--- src/rtl/flow_rule_loader_if.sv ---
// flow_rule_loader_if: rule request handshake plus the flow table write port
interface flow_rule_loader_if;
    logic         rule_valid;
    logic         rule_ready;
    logic [7:0]   rule_index;
    logic [127:0] rule_key;
    logic [15:0]  rule_id;
    logic         rule_enable;
    logic         we;
    logic [7:0]   waddr;
    logic [31:0]  wdata;
    logic         wdone;

    modport master (
        input  rule_valid, rule_index, rule_key, rule_id, rule_enable, wdone,
        output rule_ready, we, waddr, wdata
    );

    modport slave (
        output rule_valid, rule_index, rule_key, rule_id, rule_enable, wdone,
        input  rule_ready, we, waddr, wdata
    );
endinterface

--- src/rtl/flow_rule_loader.sv ---
// flow_rule_loader: serialises flow rules (or a full-table clear) into 5-beat table writes
module flow_rule_loader #(
    parameter int WDONE_TIMEOUT = 16,
    parameter int TABLE_DEPTH   = 256
) (
    input  logic               clk,
    input  logic               rst_n,
    flow_rule_loader_if.master bus,
    input  logic               clear_req,
    input  logic               err_clr,
    output logic               busy,
    output logic               done,
    output logic               err_timeout,
    output logic [15:0]        rules_written
);
    localparam logic [1:0] IDLE  = 2'd0;
    localparam logic [1:0] ISSUE = 2'd1;
    localparam logic [1:0] WAIT  = 2'd2;
    localparam logic [1:0] FIN   = 2'd3;
    localparam int TW = $clog2(WDONE_TIMEOUT + 1);
    localparam logic [TW-1:0] TO_LAST = TW'(WDONE_TIMEOUT - 1);
    localparam logic [7:0] LAST_ADDR = 8'(TABLE_DEPTH - 1);

    logic [1:0]    state;
    logic [2:0]    beat;
    logic [TW-1:0] wait_cnt;
    logic          clearing;
    logic [7:0]    index;
    logic [127:0]  key;
    logic [15:0]   id;
    logic          enable;
    logic          start_clear;
    logic          accept;
    logic          timeout;

    // A clear reuses the captured-rule registers: zero key/word4, index walks the table
    assign start_clear    = state == IDLE && clear_req && !err_timeout;
    assign bus.rule_ready = rst_n && state == IDLE && !err_timeout && !clear_req;
    assign accept         = bus.rule_valid && bus.rule_ready;
    assign timeout        = state == WAIT && !bus.wdone && wait_cnt == TO_LAST;
    assign bus.we         = state == ISSUE;
    assign bus.waddr      = index;
    assign bus.wdata      = beat == 3'd0 ? key[31:0]  :
                            beat == 3'd1 ? key[63:32] :
                            beat == 3'd2 ? key[95:64] :
                            beat == 3'd3 ? key[127:96] : {15'b0, enable, id};
    assign busy           = state != IDLE;
    assign done           = state == FIN;

    // Sequencer: capture a request, issue each beat, wait for its wdone, complete or abort
    always_ff @(posedge clk or negedge rst_n) begin
        if (!rst_n) begin
            state         <= IDLE;
            beat          <= '0;
            wait_cnt      <= '0;
            clearing      <= 1'b0;
            index         <= '0;
            key           <= '0;
            id            <= '0;
            enable        <= 1'b0;
            rules_written <= '0;
        end else begin
            case (state)
                IDLE: begin
                    if (start_clear) begin
                        clearing <= 1'b1;
                        index    <= '0;
                        key      <= '0;
                        id       <= '0;
                        enable   <= 1'b0;
                        beat     <= '0;
                        state    <= ISSUE;
                    end else if (accept) begin
                        index  <= bus.rule_index;
                        key    <= bus.rule_key;
                        id     <= bus.rule_id;
                        enable <= bus.rule_enable;
                        beat   <= '0;
                        state  <= ISSUE;
                    end
                end
                ISSUE: begin
                    wait_cnt <= '0;
                    state    <= WAIT;
                end
                WAIT: begin
                    if (bus.wdone) begin
                        if (beat != 3'd4) begin
                            beat  <= beat + 3'd1;
                            state <= ISSUE;
                        end else if (clearing && index != LAST_ADDR) begin
                            index <= index + 8'd1;
                            beat  <= '0;
                            state <= ISSUE;
                        end else begin
                            state <= FIN;
                        end
                    end else if (timeout) begin
                        clearing <= 1'b0;
                        state    <= IDLE;
                    end else begin
                        wait_cnt <= wait_cnt + TW'(1);
                    end
                end
                default: begin
                    if (!clearing) rules_written <= rules_written + 16'd1;
                    clearing <= 1'b0;
                    state    <= IDLE;
                end
            endcase
        end
    end

    // Sticky timeout flag; a timeout in the same cycle as err_clr keeps it set
    always_ff @(posedge clk or negedge rst_n) begin
        if (!rst_n) err_timeout <= 1'b0;
        else        err_timeout <= timeout ? 1'b1 : err_clr ? 1'b0 : err_timeout;
    end
endmodule

--- src/flat_wrapper.sv ---
// flat-port wrapper written by rule: the top's interface ports become plain ports
module flow_rule_loader_flat 
#(
    parameter int WDONE_TIMEOUT = 16,
    parameter int TABLE_DEPTH   = 256
)
  (clk, rst_n, clear_req, err_clr, busy, done, err_timeout, rules_written, bus_rule_valid, bus_rule_index, bus_rule_key, bus_rule_id, bus_rule_enable, bus_wdone, bus_rule_ready, bus_we, bus_waddr, bus_wdata);
  flow_rule_loader_if bus_i ();
  input  logic clk;
  input  logic rst_n;
  input  logic clear_req;
  input  logic err_clr;
  output logic busy;
  output logic done;
  output logic err_timeout;
  output logic [15:0] rules_written;
  input wire logic [$bits(bus_i.rule_valid)-1:0] bus_rule_valid;
  input wire logic [$bits(bus_i.rule_index)-1:0] bus_rule_index;
  input wire logic [$bits(bus_i.rule_key)-1:0] bus_rule_key;
  input wire logic [$bits(bus_i.rule_id)-1:0] bus_rule_id;
  input wire logic [$bits(bus_i.rule_enable)-1:0] bus_rule_enable;
  input wire logic [$bits(bus_i.wdone)-1:0] bus_wdone;
  output wire logic [$bits(bus_i.rule_ready)-1:0] bus_rule_ready;
  output wire logic [$bits(bus_i.we)-1:0] bus_we;
  output wire logic [$bits(bus_i.waddr)-1:0] bus_waddr;
  output wire logic [$bits(bus_i.wdata)-1:0] bus_wdata;
  assign bus_i.rule_valid = bus_rule_valid;
  assign bus_i.rule_index = bus_rule_index;
  assign bus_i.rule_key = bus_rule_key;
  assign bus_i.rule_id = bus_rule_id;
  assign bus_i.rule_enable = bus_rule_enable;
  assign bus_i.wdone = bus_wdone;
  assign bus_rule_ready = bus_i.rule_ready;
  assign bus_we = bus_i.we;
  assign bus_waddr = bus_i.waddr;
  assign bus_wdata = bus_i.wdata;
  flow_rule_loader #(.WDONE_TIMEOUT(WDONE_TIMEOUT), .TABLE_DEPTH(TABLE_DEPTH)) u_core (.clk(clk), .rst_n(rst_n), .bus(bus_i), .clear_req(clear_req), .err_clr(err_clr), .busy(busy), .done(done), .err_timeout(err_timeout), .rules_written(rules_written));
endmodule
--- config.mk ---
export PLATFORM = sky130hd
export DESIGN_NAME = flow_rule_loader_flat
export DESIGN_NICKNAME = d
export VERILOG_FILES = /design/src/rtl/flow_rule_loader_if.sv /design/src/rtl/flow_rule_loader.sv /design/src/flat_wrapper.sv
export SDC_FILE = /design/constraint.sdc
export NUM_CORES = 1
export LEC_CHECK = 0
export ABC_AREA = 1
export BUFFER_PORTS_ARGS = -buffer_cell sky130_fd_sc_hd__buf_2
export CORE_ASPECT_RATIO = 1.2
export CORE_UTILIZATION = 30
export CTS_CLUSTER_SIZE = 24
export DETAILED_ROUTE_END_ITERATION = 8
export HOLD_SLACK_MARGIN = 0.15
export PLACE_DENSITY = 0.51
export SLEW_MARGIN = 20
export SYNTH_ARGS = -nofsm -noshare
export SYNTH_HDL_FRONTEND = slang
export SYNTH_SLANG_ARGS = --single-unit
--- constraint.sdc ---
create_clock -name clk -period 1.8 [get_ports clk]
set_input_delay 0.18 -clock clk [delete_from_list [all_inputs] [get_ports clk]]
set_output_delay 0.18 -clock clk [all_outputs]
set_load 0.02 [all_outputs]
# Word-level counts from Yosys, hierarchy flattened
# Index checks and enable logic that the tools add are counted.
# W data, S select, Z words.
# classes
add_sub_neg	4
n_mul	0
div_mod_pow	0
magnitude_cmp	0
eq_ne	19
n_shift	0
mux	38
bitwise_logic	3
reduce_logical	27
# ops
cell	count
$mux W128	2
$mux W32	4
$mux W8	5
$mux W16	2
$add A16 B1 Y16 const B	1
$pmux W8 S2	1
$mux W3	5
$mux W2	6
$mux W5	2
$ne A2 B2 Y1 const B	5
$pmux W5 S2	1
$reduce_bool A2 Y1	5
$logic_and A1 B1 Y1	9
$add A8 B1 Y8 const B	1
$ne A8 B8 Y1 const B	1
$reduce_and A4 Y1	2
$mux W1	7
$eq A3 B2 Y1 const B	2
$ne A3 B3 Y1 const B	2
$pmux W2 S3	1
$pmux W3 S2	1
$reduce_and A2 Y1	3
$add A5 B1 Y5 const B	1
$eq A5 B4 Y1 const B	1
15 further kinds	21
# word_totals
reg_bits	181
latchBits	0
ram_bits	0
romBits	0
input_bits	159
out_inout_bits	61
elab_cells	101
memories	0

# Depth between registers and ports, before layout
# depth
depth_word	8
depth_mapped	11
ltp_nobuf	11

# Worst setup path after synthesis
# OpenSTA, ideal clock, no wires.
# synth_timing
path_kind	register to output
start	register u_core.beat[2]
end	output port bus_wdata[4]
arrival_time_ns	1.989
required_ns	1.620
path_slack_ns	-0.369
path_stages_with_launch	10
n_path_buf	3
path_cell_list	dfrtp_1 > inv_2 > clkbuf_1 > ha_1 > buf_2 > clkbuf_1 > nand2_1 > o211ai_1 > o211ai_1 > a21oi_1
# synth_via
elab_chain_len	5
elab_cells_between_ends	8
classes_between	eq/ne (3); mux (4); reduce/logical (1)
# synth_lines
item	line_no	text
from (decl)	flow_rule_loader.sv:25	logic [2:0] beat;
from (signal assigned)	flow_rule_loader.sv:89	beat <= beat + 3'd1;
$eq A3 B2 Y1	flow_rule_loader.sv:46	beat == 3'd3 ? key[127:96] : {15'b0, enable, id};
$mux W32	flow_rule_loader.sv:46	
$mux W32	flow_rule_loader.sv:45	beat == 3'd2 ? key[95:64] :
$mux W32	flow_rule_loader.sv:44	beat == 3'd1 ? key[63:32] :
$mux W32 *	flow_rule_loader.sv:43	assign bus.wdata = beat == 3'd0 ? key[31:0] :
to (decl)	flat_wrapper.sv:26	output wire logic [$bits(bus_i.wdata)-1:0] bus_wdata;
# Mark *: on every way between the ends. The rest lies on a longest branch, timed or not.

# Final worst setup path
# layout_timing
start	register u_core.beat[0]
end	output port bus_wdata[7]
# The elaborated chain is that of the path after synthesis.

==> metrics.txt <==
crit end category primary output; Die Span X roughly 160 um; fin crit period 2.31 ns; most frequent cells in the layout nand3_1, buf_2, dfrtp_1, nand2_1, dlygate4sd3_1; Post-Syn Area between 9000 and 10000 sq um; CTS tree yes; Setup CP Type reg2out; Final ANT Viol Nets 0; required time of the worst setup path around 1.6 ns; DP HPWL around 22000 um; Boundary Pins 220; Via density 4.96; Comb pwr share 0.542; Final GP Congestion 0.916; nets 1704; via total after detailed routing 9640; Slew HR 0.325; Sw Share 0.415; Num CTS Buffers 17; Pwr Total approximately 22 mW; GRT Total Usage 0.218; Area Overhead vs Synth 58.2%; Rows 69; startpoint types flip-flop; Flop pwr share 0.279; setup tns final -13.70 ns; most common cell after layout, fill and taps aside nand3_1; NetSw 8.99 mW; Least-Margin Pin Slew 1.01 ns; P_leak ~6.9 nW; Clk network pwr share 0.179; Peak Freq approximately 430 MHz; Final Cycle Share 1.28; # setup viols final 32; synth warn 0; Post-Synthesis Cells around 1100; Max-Cap Viols 0; Routed WL per cell around 18 um; antenna violations before repair 3; Critical Path AT around 2.1 ns; clk slew on worst S/H paths around 0.070 ns; die extent in y 193 um; first-pass GRT wire length between 50000 and 60000 um; maximum vdd ir drop 0.958 mV; unrepaired setup endpoints after global routing true; Synth Register Bits around 180; initial core utilization 0.306; core footprint between 20000 and 30000 sq um; register area share after synthesis 0.496; port bufs 219; WL final 35000 um; pwr/cell area 1500 nW/um^2; worst min path class in2async; syn_nets 1310; total die area 31100 sq um; ratio of cells with drive above 1 in the final layout 0.277; total gr overflow 0; DRT Pass-1 Iters 5; fin worst setup slack -0.505 ns; H-tree Lvls 4; Initial DRC Count 731; Final Hold Fails 0; root buf cell clkbuf_16; failing checks setup timing; Sink Count approximately 180; Worst Skew 0.00991 ns; Residual DRC 0; P_int approximately 13 mW; Mapped Avg Cell Area about 8 sq um; clk buf depth 2; Slew Viols, Final 0; vias in the first global route ~9500; run status finished with violations; largest net degree at the start of global routing 174; crit-path max FO 8; worst-skew pair later-pin latency 0.44 ns; Synth cell types 30
## power by group through the flow
stage	sequential [mW]	combinational, mW	clock, mW
floorplan	6.02	5.39	0
global placement	6.07	8.69	0
detailed placement	6.09	8.76	0
CTS	6.02	10.5	3.96
global route	6.17	12.7	4.11
finish	6.05	11.7	3.88
## worst paths after layout
path	from	endpoint	slack, ns	cells past startpoint
worst max-delay path	u_core.beat[0]	bus_wdata[7]	-0.51	9
worst min-delay path	rst_n	u_core.state[1]	0.25	2
worst max register to register	u_core.beat[0]	u_core.bus.waddr[2]	0.02	13
worst min register to register	u_core.key[49]	u_core.key[49]	0.50	2
max in group asynchronous	rst_n	u_core.key[1]	0.32	3
min in group clk	bus_rule_valid	u_core.beat[0]	0.27	5
## synth_stat cells
library cell | number | share of area
nand4_2 | 1 | 0.0014
a21oi_1 | 35 | 0.019
o311ai_0 | 1 | 0.00096
nand2_1 | 177 | 0.073
nor2_4 | 2 | 0.0025
xnor2_1 | 6 | 0.0058
clkbuf_1 | 35 | 0.014
o21bai_1 | 1 | 0.00082
nor2_2 | 2 | 0.0014
nand3b_1 | 2 | 0.0016
buf_2 | 37 | 0.020
o21ai_0 | 129 | 0.071
o21ai_1 | 5 | 0.0027
dfrtp_1 | 181 | 0.50
a31oi_1 | 1 | 0.00069
nand2_2 | 4 | 0.0027
buf_4 | 3 | 0.0025
inv_2 | 3 | 0.0012
nor3_1 | 4 | 0.0022
o211ai_1 | 34 | 0.028
or2_2 | 1 | 0.00069
a21oi_4 | 1 | 0.0018
buf_1 | 8 | 0.0033
ha_1 | 9 | 0.012
o22ai_1 | 17 | 0.012
inv_1 | 134 | 0.055
nor2_1 | 37 | 0.015
nand4_1 | 4 | 0.0027
nand3_1 | 263 | 0.14
xor2_1 | 5 | 0.0048
## routing by layer
layer	vias to the layer above	wire, um	global-route usage
met5	-	0	0
met4	0	826	0.0704
met3	63	1730	0.0355
met2	337	16500	0.350
met1	4623	16000	0.298
li1	4617	-	-
## layout make-up
| class | instances | area, sq um |
|---|---|---|
| flip-flops and latches | 181 | 4530 |
| clock inverters | 11 | 153 |
| multi-input cells | 741 | 4220 |
| diodes | 4 | 10.0 |
| clock buffers | 20 | 447 |
| inverters | 137 | 527 |
| repair buffers | 458 | 4070 |
| well taps | 390 | 488 |
| fillers | 2862 | 15300 |
## per-stage QoR
stage	cells	util	instance area, sq um	hold slack (ns)	setup WS (ns)
detailed placement	1711	0.372	11100	0.0294	-0.0967
global route	1940	0.485	14400	0.223	-0.575
global placement	1711	0.372	11100	0.0299	-0.0527
CTS	1917	0.465	13900	0.237	-0.502
floorplan	1142	-	9300	-0.116	-0.00789
finish	1942	0.485	14400	0.254	-0.505
## registers in the layout, indices dropped and copies added (netlist names)
| name | count |
|---|---|
| u_core.beat | 3 |
| u_core.rules_written | 16 |
| u_core.id | 16 |
| u_core.bus.waddr | 8 |
| u_core.err_timeout | 1 |
| u_core.wait_cnt | 5 |
| u_core.state | 2 |
| u_core.enable | 1 |
| u_core.clearing | 1 |
| u_core.key | 128 |
## worst max-delay path, cell delays in order (launching register included)
cell      delay [ns]
dfrtp_1         0.38
buf_4           0.16
buf_4           0.14
ha_4            0.17
nand2_8         0.10
buf_8           0.14
buf_12          0.12
o211ai_1        0.13
a21oi_2         0.21
buf_6           0.14
## what timing repair did
item,CTS,global route
hold buffers,158,0
endpoints found under the setup margin,33,151
gates cloned,8,9
pin swaps,29,31
resized for setup,111,76
setup buffers,9,15
hold endpoints to repair,312,0
## logic make-up (layout without fill, tap and decap cells)
| family | Yosys count | after routing | share of synthesized area |
|---|---|---|---|
| AO/OA/AOI/OAI | 224 | 224 | 0.137 |
| XOR/XNOR | 11 | 11 | 0.0106 |
| adder cells (fa/ha/maj) | 9 | 9 | 0.0123 |
| buffers and inverters | 220 | 626 | 0.0968 |
| flip-flops | 181 | 181 | 0.496 |
| other | 0 | 4 | 0 |
| AND/OR/NAND/NOR | 497 | 497 | 0.247 |
Power figures use the tool's default switching activity.
